$ cat src/rtl/alu_serial_ctrl_if.sv
// alu_serial_ctrl_if
// Handshake and operand/result bundle between the control unit (master)
// and the bit-serial ALU sequencer (slave).
//   start       : request pulse from the control unit
//   a, b        : WIDTH-bit operands
//   arit, s, sub: operation select (adder path, logic function, subtract)
//   busy, done  : sequencer status, done is a one-cycle pulse
//   result      : WIDTH-bit assembled result
//   c_out, zero : final carry and zero flag
//   ovf         : signed overflow flag, present only with ALU_SERIAL_OVF_EN
interface alu_serial_ctrl_if #(
  parameter int WIDTH = 4
);

  logic             start;
  logic [WIDTH-1:0] a;
  logic [WIDTH-1:0] b;
  logic             arit;
  logic [1:0]       s;
  logic             sub;
  logic             busy;
  logic             done;
  logic [WIDTH-1:0] result;
  logic             c_out;
  logic             zero;
`ifdef ALU_SERIAL_OVF_EN
  logic             ovf;

  modport master (
    output start, a, b, arit, s, sub,
    input  busy, done, result, c_out, zero, ovf
  );

  modport slave (
    input  start, a, b, arit, s, sub,
    output busy, done, result, c_out, zero, ovf
  );
`else
  modport master (
    output start, a, b, arit, s, sub,
    input  busy, done, result, c_out, zero
  );

  modport slave (
    input  start, a, b, arit, s, sub,
    output busy, done, result, c_out, zero
  );
`endif

endinterface

$ cat src/rtl/alu_serial_ctrl.sv
// alu_serial_ctrl
// Bit-serial sequencer around a single one-bit ALU cell (cal). Operands are
// fed LSB first, one bit per clock, with the carry kept in a flip-flop and
// the result assembled in a shift register entering at the MSB.
// Ports:
//   clk   : rising-edge clock
//   reset : asynchronous, active-low reset
//   bus   : alu_serial_ctrl_if.slave (start/operands in, status/result out)
// Optional feature: define ALU_SERIAL_OVF_EN to add the signed overflow
// flag bus.ovf. Without it there is no ovf logic at all.

// One-bit ALU cell: logic cell and full adder, selected by arit.
// s: 00 AND, 01 OR, 10 XOR, 11 NOT A.
module cal (
  input  logic       a,
  input  logic       b,
  input  logic       cin,
  input  logic       arit,
  input  logic [1:0] s,
  output logic       out,
  output logic       cout
);

  logic logic_bit;
  logic sum_bit;

  always_comb begin
    logic_bit = 1'b0;
    case (s)
      2'b00:   logic_bit = a & b;
      2'b01:   logic_bit = a | b;
      2'b10:   logic_bit = a ^ b;
      default: logic_bit = ~a;
    endcase
    sum_bit = a ^ b ^ cin;
    cout    = (a & b) | (a & cin) | (b & cin);
    out     = arit ? sum_bit : logic_bit;
  end

endmodule

module alu_serial_ctrl #(
  parameter int WIDTH = 4
) (
  input  logic              clk,
  input  logic              reset,
  alu_serial_ctrl_if.slave  bus
);

  localparam int CNT_W = (WIDTH > 2) ? $clog2(WIDTH) : 1;

  typedef enum logic [1:0] {IDLE, RUN, DONE} state_t;

  state_t           state;
  state_t           state_next;
  logic [CNT_W-1:0] count;
  logic [WIDTH-1:0] a_sr;
  logic [WIDTH-1:0] b_sr;
  logic             arit_q;
  logic [1:0]       s_q;
  logic             carry_q;
  logic [WIDTH-1:0] result_q;
  logic             c_out_q;
  logic             zero_q;
  logic             accept;
  logic             last_bit;
  logic             cal_out;
  logic             cal_cout;
  logic [WIDTH-1:0] result_shifted;
`ifdef ALU_SERIAL_OVF_EN
  logic             ovf_q;
`endif

  // A start is honoured whenever no operation is running, so DONE can
  // chain directly into the next RUN.
  assign accept         = bus.start && (state != RUN);
  assign last_bit       = (count == CNT_W'(WIDTH - 1));
  assign result_shifted = {cal_out, result_q[WIDTH-1:1]};

  cal u_cal (
    .a    (a_sr[0]),
    .b    (b_sr[0]),
    .cin  (carry_q),
    .arit (arit_q),
    .s    (s_q),
    .out  (cal_out),
    .cout (cal_cout)
  );

  // State register
  always_ff @(posedge clk or negedge reset) begin
    if (!reset) state <= IDLE;
    else        state <= state_next;
  end

  // Next-state logic
  always_comb begin
    state_next = state;
    case (state)
      IDLE:    if (accept) state_next = RUN;
      RUN:     if (last_bit) state_next = DONE;
      DONE:    state_next = accept ? RUN : IDLE;
      default: state_next = IDLE;
    endcase
  end

  // Status outputs
  always_comb begin
    bus.busy = (state == RUN);
    bus.done = (state == DONE);
  end

  // Datapath: B is pre-inverted and carry preset to 1 for subtraction so
  // the cell only ever adds. Flags are loaded on the final RUN edge so they
  // are valid in DONE and hold through the next RUN.
  always_ff @(posedge clk or negedge reset) begin
    if (!reset) begin
      count    <= '0;
      a_sr     <= '0;
      b_sr     <= '0;
      arit_q   <= 1'b0;
      s_q      <= 2'b00;
      carry_q  <= 1'b0;
      result_q <= '0;
      c_out_q  <= 1'b0;
      zero_q   <= 1'b1;
`ifdef ALU_SERIAL_OVF_EN
      ovf_q    <= 1'b0;
`endif
    end else if (accept) begin
      count   <= '0;
      a_sr    <= bus.a;
      b_sr    <= bus.b ^ {WIDTH{bus.arit & bus.sub}};
      arit_q  <= bus.arit;
      s_q     <= bus.s;
      carry_q <= bus.arit & bus.sub;
    end else if (state == RUN) begin
      count    <= count + 1'b1;
      a_sr     <= a_sr >> 1;
      b_sr     <= b_sr >> 1;
      carry_q  <= arit_q & cal_cout;
      result_q <= result_shifted;
      if (last_bit) begin
        c_out_q <= arit_q & cal_cout;
        zero_q  <= (result_shifted == '0);
`ifdef ALU_SERIAL_OVF_EN
        // carry_q is the carry into the MSB on this last edge
        ovf_q   <= arit_q & (carry_q ^ cal_cout);
`endif
      end
    end
  end

  assign bus.result = result_q;
  assign bus.c_out  = c_out_q;
  assign bus.zero   = zero_q;
`ifdef ALU_SERIAL_OVF_EN
  assign bus.ovf    = ovf_q;
`endif

endmodule

$ cat src/flat_wrapper.sv
// flat-port wrapper written by rule: the top's interface ports become plain ports
module alu_serial_ctrl_flat 
#(
  parameter int WIDTH = 4
)
  (clk, reset, bus_start, bus_a, bus_b, bus_arit, bus_s, bus_sub, bus_busy, bus_done, bus_result, bus_c_out, bus_zero);
  alu_serial_ctrl_if #(.WIDTH(WIDTH)) bus_i ();
  input  logic clk;
  input  logic reset;
  input wire logic [$bits(bus_i.start)-1:0] bus_start;
  input wire logic [$bits(bus_i.a)-1:0] bus_a;
  input wire logic [$bits(bus_i.b)-1:0] bus_b;
  input wire logic [$bits(bus_i.arit)-1:0] bus_arit;
  input wire logic [$bits(bus_i.s)-1:0] bus_s;
  input wire logic [$bits(bus_i.sub)-1:0] bus_sub;
  output wire logic [$bits(bus_i.busy)-1:0] bus_busy;
  output wire logic [$bits(bus_i.done)-1:0] bus_done;
  output wire logic [$bits(bus_i.result)-1:0] bus_result;
  output wire logic [$bits(bus_i.c_out)-1:0] bus_c_out;
  output wire logic [$bits(bus_i.zero)-1:0] bus_zero;
  assign bus_i.start = bus_start;
  assign bus_i.a = bus_a;
  assign bus_i.b = bus_b;
  assign bus_i.arit = bus_arit;
  assign bus_i.s = bus_s;
  assign bus_i.sub = bus_sub;
  assign bus_busy = bus_i.busy;
  assign bus_done = bus_i.done;
  assign bus_result = bus_i.result;
  assign bus_c_out = bus_i.c_out;
  assign bus_zero = bus_i.zero;
  alu_serial_ctrl #(.WIDTH(WIDTH)) u_core (.clk(clk), .reset(reset), .bus(bus_i));
endmodule
$ cat config.mk
export PLATFORM = sky130hd
export DESIGN_NAME = alu_serial_ctrl_flat
export DESIGN_NICKNAME = d
export VERILOG_FILES = /design/src/rtl/alu_serial_ctrl_if.sv /design/src/rtl/alu_serial_ctrl.sv /design/src/flat_wrapper.sv
export SDC_FILE = /design/constraint.sdc
export NUM_CORES = 1
export LEC_CHECK = 0
export ABC_AREA = 1
export BUFFER_PORTS_ARGS = -buffer_cell sky130_fd_sc_hd__buf_2
export CORE_MARGIN = 3
export CORE_UTILIZATION = 50
export CTS_CLUSTER_DIAMETER = 200
export DETAILED_ROUTE_END_ITERATION = 8
export GPL_ROUTABILITY_DRIVEN = 0
export PLACE_DENSITY = 0.8
export RECOVER_POWER = 25
export REMOVE_ABC_BUFFERS = 1
export SLEW_MARGIN = 40
export SYNTH_ARGS = -nofsm -noshare
export SYNTH_HDL_FRONTEND = slang
export SYNTH_SLANG_ARGS = --single-unit
$ cat constraint.sdc
create_clock -name clk -period 3 [get_ports clk]
set_input_delay 0.6 -clock clk [delete_from_list [all_inputs] [get_ports clk]]
set_output_delay 0.6 -clock clk [all_outputs]
set_load 0.02 [all_outputs]
==> impl_metrics.env <==
export IMPL_run_status="finished, final reports clean"
export IMPL_max_stage_delay_ns=0.37
export IMPL_layout_core_utilization_pct=62.06
export IMPL_crit_required_ns=2.40
export IMPL_synthDominantCellAreaShare_pct=49.47
export IMPL_grt_max_degree=23
export IMPL_largest_fanout_of_any_net_on_the_critical_path=17
export IMPL_edff_count_synth=0
export IMPL_initial_core_util_pct=53.60
export IMPL_setup_tns_final_ns=0
export IMPL_top_level_ports=23
export IMPL_cap_violations=0
export IMPL_cts_sinks=22
export IMPL_instances_no_fill=172
export IMPL_critical_path_cell_chain="inv_1 -> nand2_4 -> inv_2 -> buf_2"
export IMPL_setup_repair_after_global_routing_missed_its_margin="false"
export IMPL_report_final_hold_viol_count=0
export IMPL_flops_latches_synth=22
export IMPL_startpoint_type="flop"
export IMPL_total_power_mw=1.210
export IMPL_p_leak_nw=0.6623
export IMPL_clock_path_buffers=2
export IMPL_cts_buffers=3
export IMPL_powerDensity_nw_per_um2=983.7
export IMPL_post_route_min_period_ns=1.868
export IMPL_die_area_um2=2713
export IMPL_grt_overflow_total=0
export IMPL_warning_count_from_the_yosys_run=0
export IMPL_critical_path_s_top_delay_family="buffers and inverters"
export IMPL_crit_type="flop to output pin"
export IMPL_finalNetCount=165
export IMPL_placed_cells=168
export IMPL_synth_cells=120
export IMPL_die_h_um=52.09
export IMPL_final_period_utilization_pct=62.26
export IMPL_final_count_of_negative_setup_slack_endpoints=0
export IMPL_timing_critical_path_slowest_stage_cell="sky130_fd_sc_hd__dfrtp_1"
export IMPL_htree_levels=1
export IMPL_antenna_diode_count=0
export IMPL_place_hpwl_mm=1.544
export IMPL_worst_skew_pair_late_latency_ns=0.30
export IMPL_synth_common_cells="sky130_fd_sc_hd__nand2_1, sky130_fd_sc_hd__dfrtp_1, sky130_fd_sc_hd__inv_1"
export IMPL_relative_max_transition_margin_pct=24.59
export IMPL_number_of_antenna_violations_at_the_first_check_in_global_routing=0
export IMPL_yosys_most_used_dff="sky130_fd_sc_hd__dfrtp_1"
export IMPL_detail_route_iter0_violations=14
export IMPL_achievable_frequency_mhz=535.4
export IMPL_synth_cell_types=21
export IMPL_hold_buffers=0
export IMPL_antenna_left=0
export IMPL_synth_top_cells_by_area="sky130_fd_sc_hd__dfrtp_1, sky130_fd_sc_hd__nand2_1, sky130_fd_sc_hd__inv_1, sky130_fd_sc_hd__nand3_1, sky130_fd_sc_hd__o21ai_0"
export IMPL_fp_dieW_um=52.09
export IMPL_maximum_clock_skew_at_final_layout_ns=0.001837
export IMPL_first_global_vias=768
export IMPL_numPortBuffers=22
export IMPL_cp_buffers_inverters=3
export IMPL_detailed_place_area_um2=1195
export IMPL_grt_usage_pct=16.47
export IMPL_stdcell_area_um2=1230
export IMPL_cts_tree="built"
export IMPL_peakVddDrop_v=0.0004908
export IMPL_detailroute_via_count=830
export IMPL_post_route_cells_drive_above_1_share_pct=22.76
export IMPL_clkSlewWorstSetupHoldPaths_ns=0.12
export IMPL_rows=16
export IMPL_syn_area_um2=1062
export IMPL_syn2layout_area_growth_pct=15.78
export IMPL_design_core_area_um2=1982
export IMPL_synth_area_leader_cell="sky130_fd_sc_hd__dfrtp_1"
export IMPL_syn_area_per_cell_um2=8.852
export IMPL_crit_arrival_ns=1.27
export IMPL_grt_first_pass_wirelength_mm=3.229
export IMPL_synth_seq_area_share_pct=51.94
export IMPL_post_cts_resize_count=0
export IMPL_drt_vias_per_instance=4.826
export IMPL_slew_viol_final=0
export IMPL_yosysMostFrequentCell="sky130_fd_sc_hd__nand2_1"
export IMPL_detail_route_first_pass_iterations=4
export IMPL_worst_setup_path_end_kind="output pin"
export IMPL_cts_repair_timing_setup_buffer_count=0
export IMPL_worst_hold_path_type="input pin to async pin"
export IMPL_cts_root_buffer="sky130_fd_sc_hd__clkbuf_4"
export IMPL_async_reset_ff_share_pct=100.0
export IMPL_routed_wl_mm=1.970
export IMPL_worstMarginPinSlew_ns=1.131
export IMPL_drc=0
export IMPL_wire_per_inst_um=11.45
worst register-to-register path, stage by stage (launching register included):
cell                      delay, ns
sky130_fd_sc_hd__dfrtp_1       0.41
sky130_fd_sc_hd__inv_1         0.15
sky130_fd_sc_hd__fa_1          0.40
sky130_fd_sc_hd__or2_2         0.31
sky130_fd_sc_hd__nand2_1       0.07
sky130_fd_sc_hd__nand2_1       0.04
sky130_fd_sc_hd__nand2_1       0.05
registers in the layout, summed over array words and instances, names as in the netlist:
register and flops:
u_core.count 2, u_core.carry_q 1, u_core.bus.result 4, u_core.state 2
u_core.s_q 2, u_core.bus.c_out 1, u_core.b_sr 4, u_core.a_sr 4
u_core.bus.zero 1, u_core.arit_q 1
final cells by class:
cell class / instances / area [um^2]
inverter: 21 / 78.83
sequential: 22 / 551.8
multi-input combinational: 76 / 420.4
timing repair buffer: 22 / 108.9
tap: 27 / 33.78
fill: 180 / 752.0
clock buffer: 4 / 36.28
cell families after synthesis:
group | after synthesis | share of synthesized area [%]
simple gates | 50 | 21.55
buf+inv | 22 | 8.480
fa+ha+maj | 4 | 5.419
flops | 22 | 51.94
xor+xnor | 1 | 0.8247
compound gates | 21 | 11.78
report_power, final:
group	switching, mW	internal, mW
combinational	0.353	0.192
clock	0.0847	0.0740
sequential	0.0783	0.428
metal layers:
metal / vias to the layer above / track usage (%) / wire length [um]
met1: 370 / 19.78 / 935
met5: - / 0 / 0
met2: 22 / 28.45 / 903
met4: 0 / 3.930 / 10
li1: 436 / - / -
met3: 2 / 5.158 / 120
cells in the final DEF (no fill, tap or decap):
| master | n |
|---|---|
| sky130_fd_sc_hd__nand3b_1 | 1 |
| sky130_fd_sc_hd__inv_1 | 18 |
| sky130_fd_sc_hd__nor3_1 | 1 |
| sky130_fd_sc_hd__clkbuf_1 | 1 |
| sky130_fd_sc_hd__clkbuf_8 | 1 |
| sky130_fd_sc_hd__xor2_1 | 1 |
| sky130_fd_sc_hd__nand2_1 | 32 |
| sky130_fd_sc_hd__a22o_1 | 1 |
| sky130_fd_sc_hd__fa_1 | 1 |
| sky130_fd_sc_hd__o21ai_0 | 9 |
| sky130_fd_sc_hd__nand3_1 | 9 |
| sky130_fd_sc_hd__o221ai_1 | 4 |
| sky130_fd_sc_hd__o21ai_1 | 2 |
| sky130_fd_sc_hd__o22ai_1 | 1 |
| sky130_fd_sc_hd__clkbuf_4 | 3 |
| sky130_fd_sc_hd__a21oi_1 | 4 |
| sky130_fd_sc_hd__inv_2 | 3 |
| sky130_fd_sc_hd__or2_2 | 1 |
| sky130_fd_sc_hd__dfstp_2 | 1 |
| sky130_fd_sc_hd__ha_1 | 3 |
| sky130_fd_sc_hd__dfrtp_1 | 21 |
| sky130_fd_sc_hd__nor2_1 | 3 |
| sky130_fd_sc_hd__buf_2 | 21 |
| sky130_fd_sc_hd__nand2_4 | 3 |
per-stage QoR:
stage	hold slack (ns)	worst slack, ns
2_1_floorplan	0.3044	1.619
3_3_place_gp	0.4651	1.483
3_5_place_dp	0.4695	1.471
4_1_cts	0.2491	1.128
5_1_grt	0.4750	1.038
6_report	0.4854	1.132
path summary, 6_finish.rpt:
kind	startpoint	to	slack, ns	depth (start not counted)
max	u_core.state[1]	bus_busy	1.13	4
min	reset	u_core.s_q[0]	0.49	1
max reg2reg	u_core.a_sr[0]	u_core.bus.result[3]	1.52	6
min reg2reg	u_core.count[0]	u_core.count[0]	0.49	1
max in group asynchronous	reset	u_core.bus.result[2]	1.85	1
min in group clk	u_core.count[0]	u_core.count[0]	0.49	1
Power figures use the tool's default switching activity.
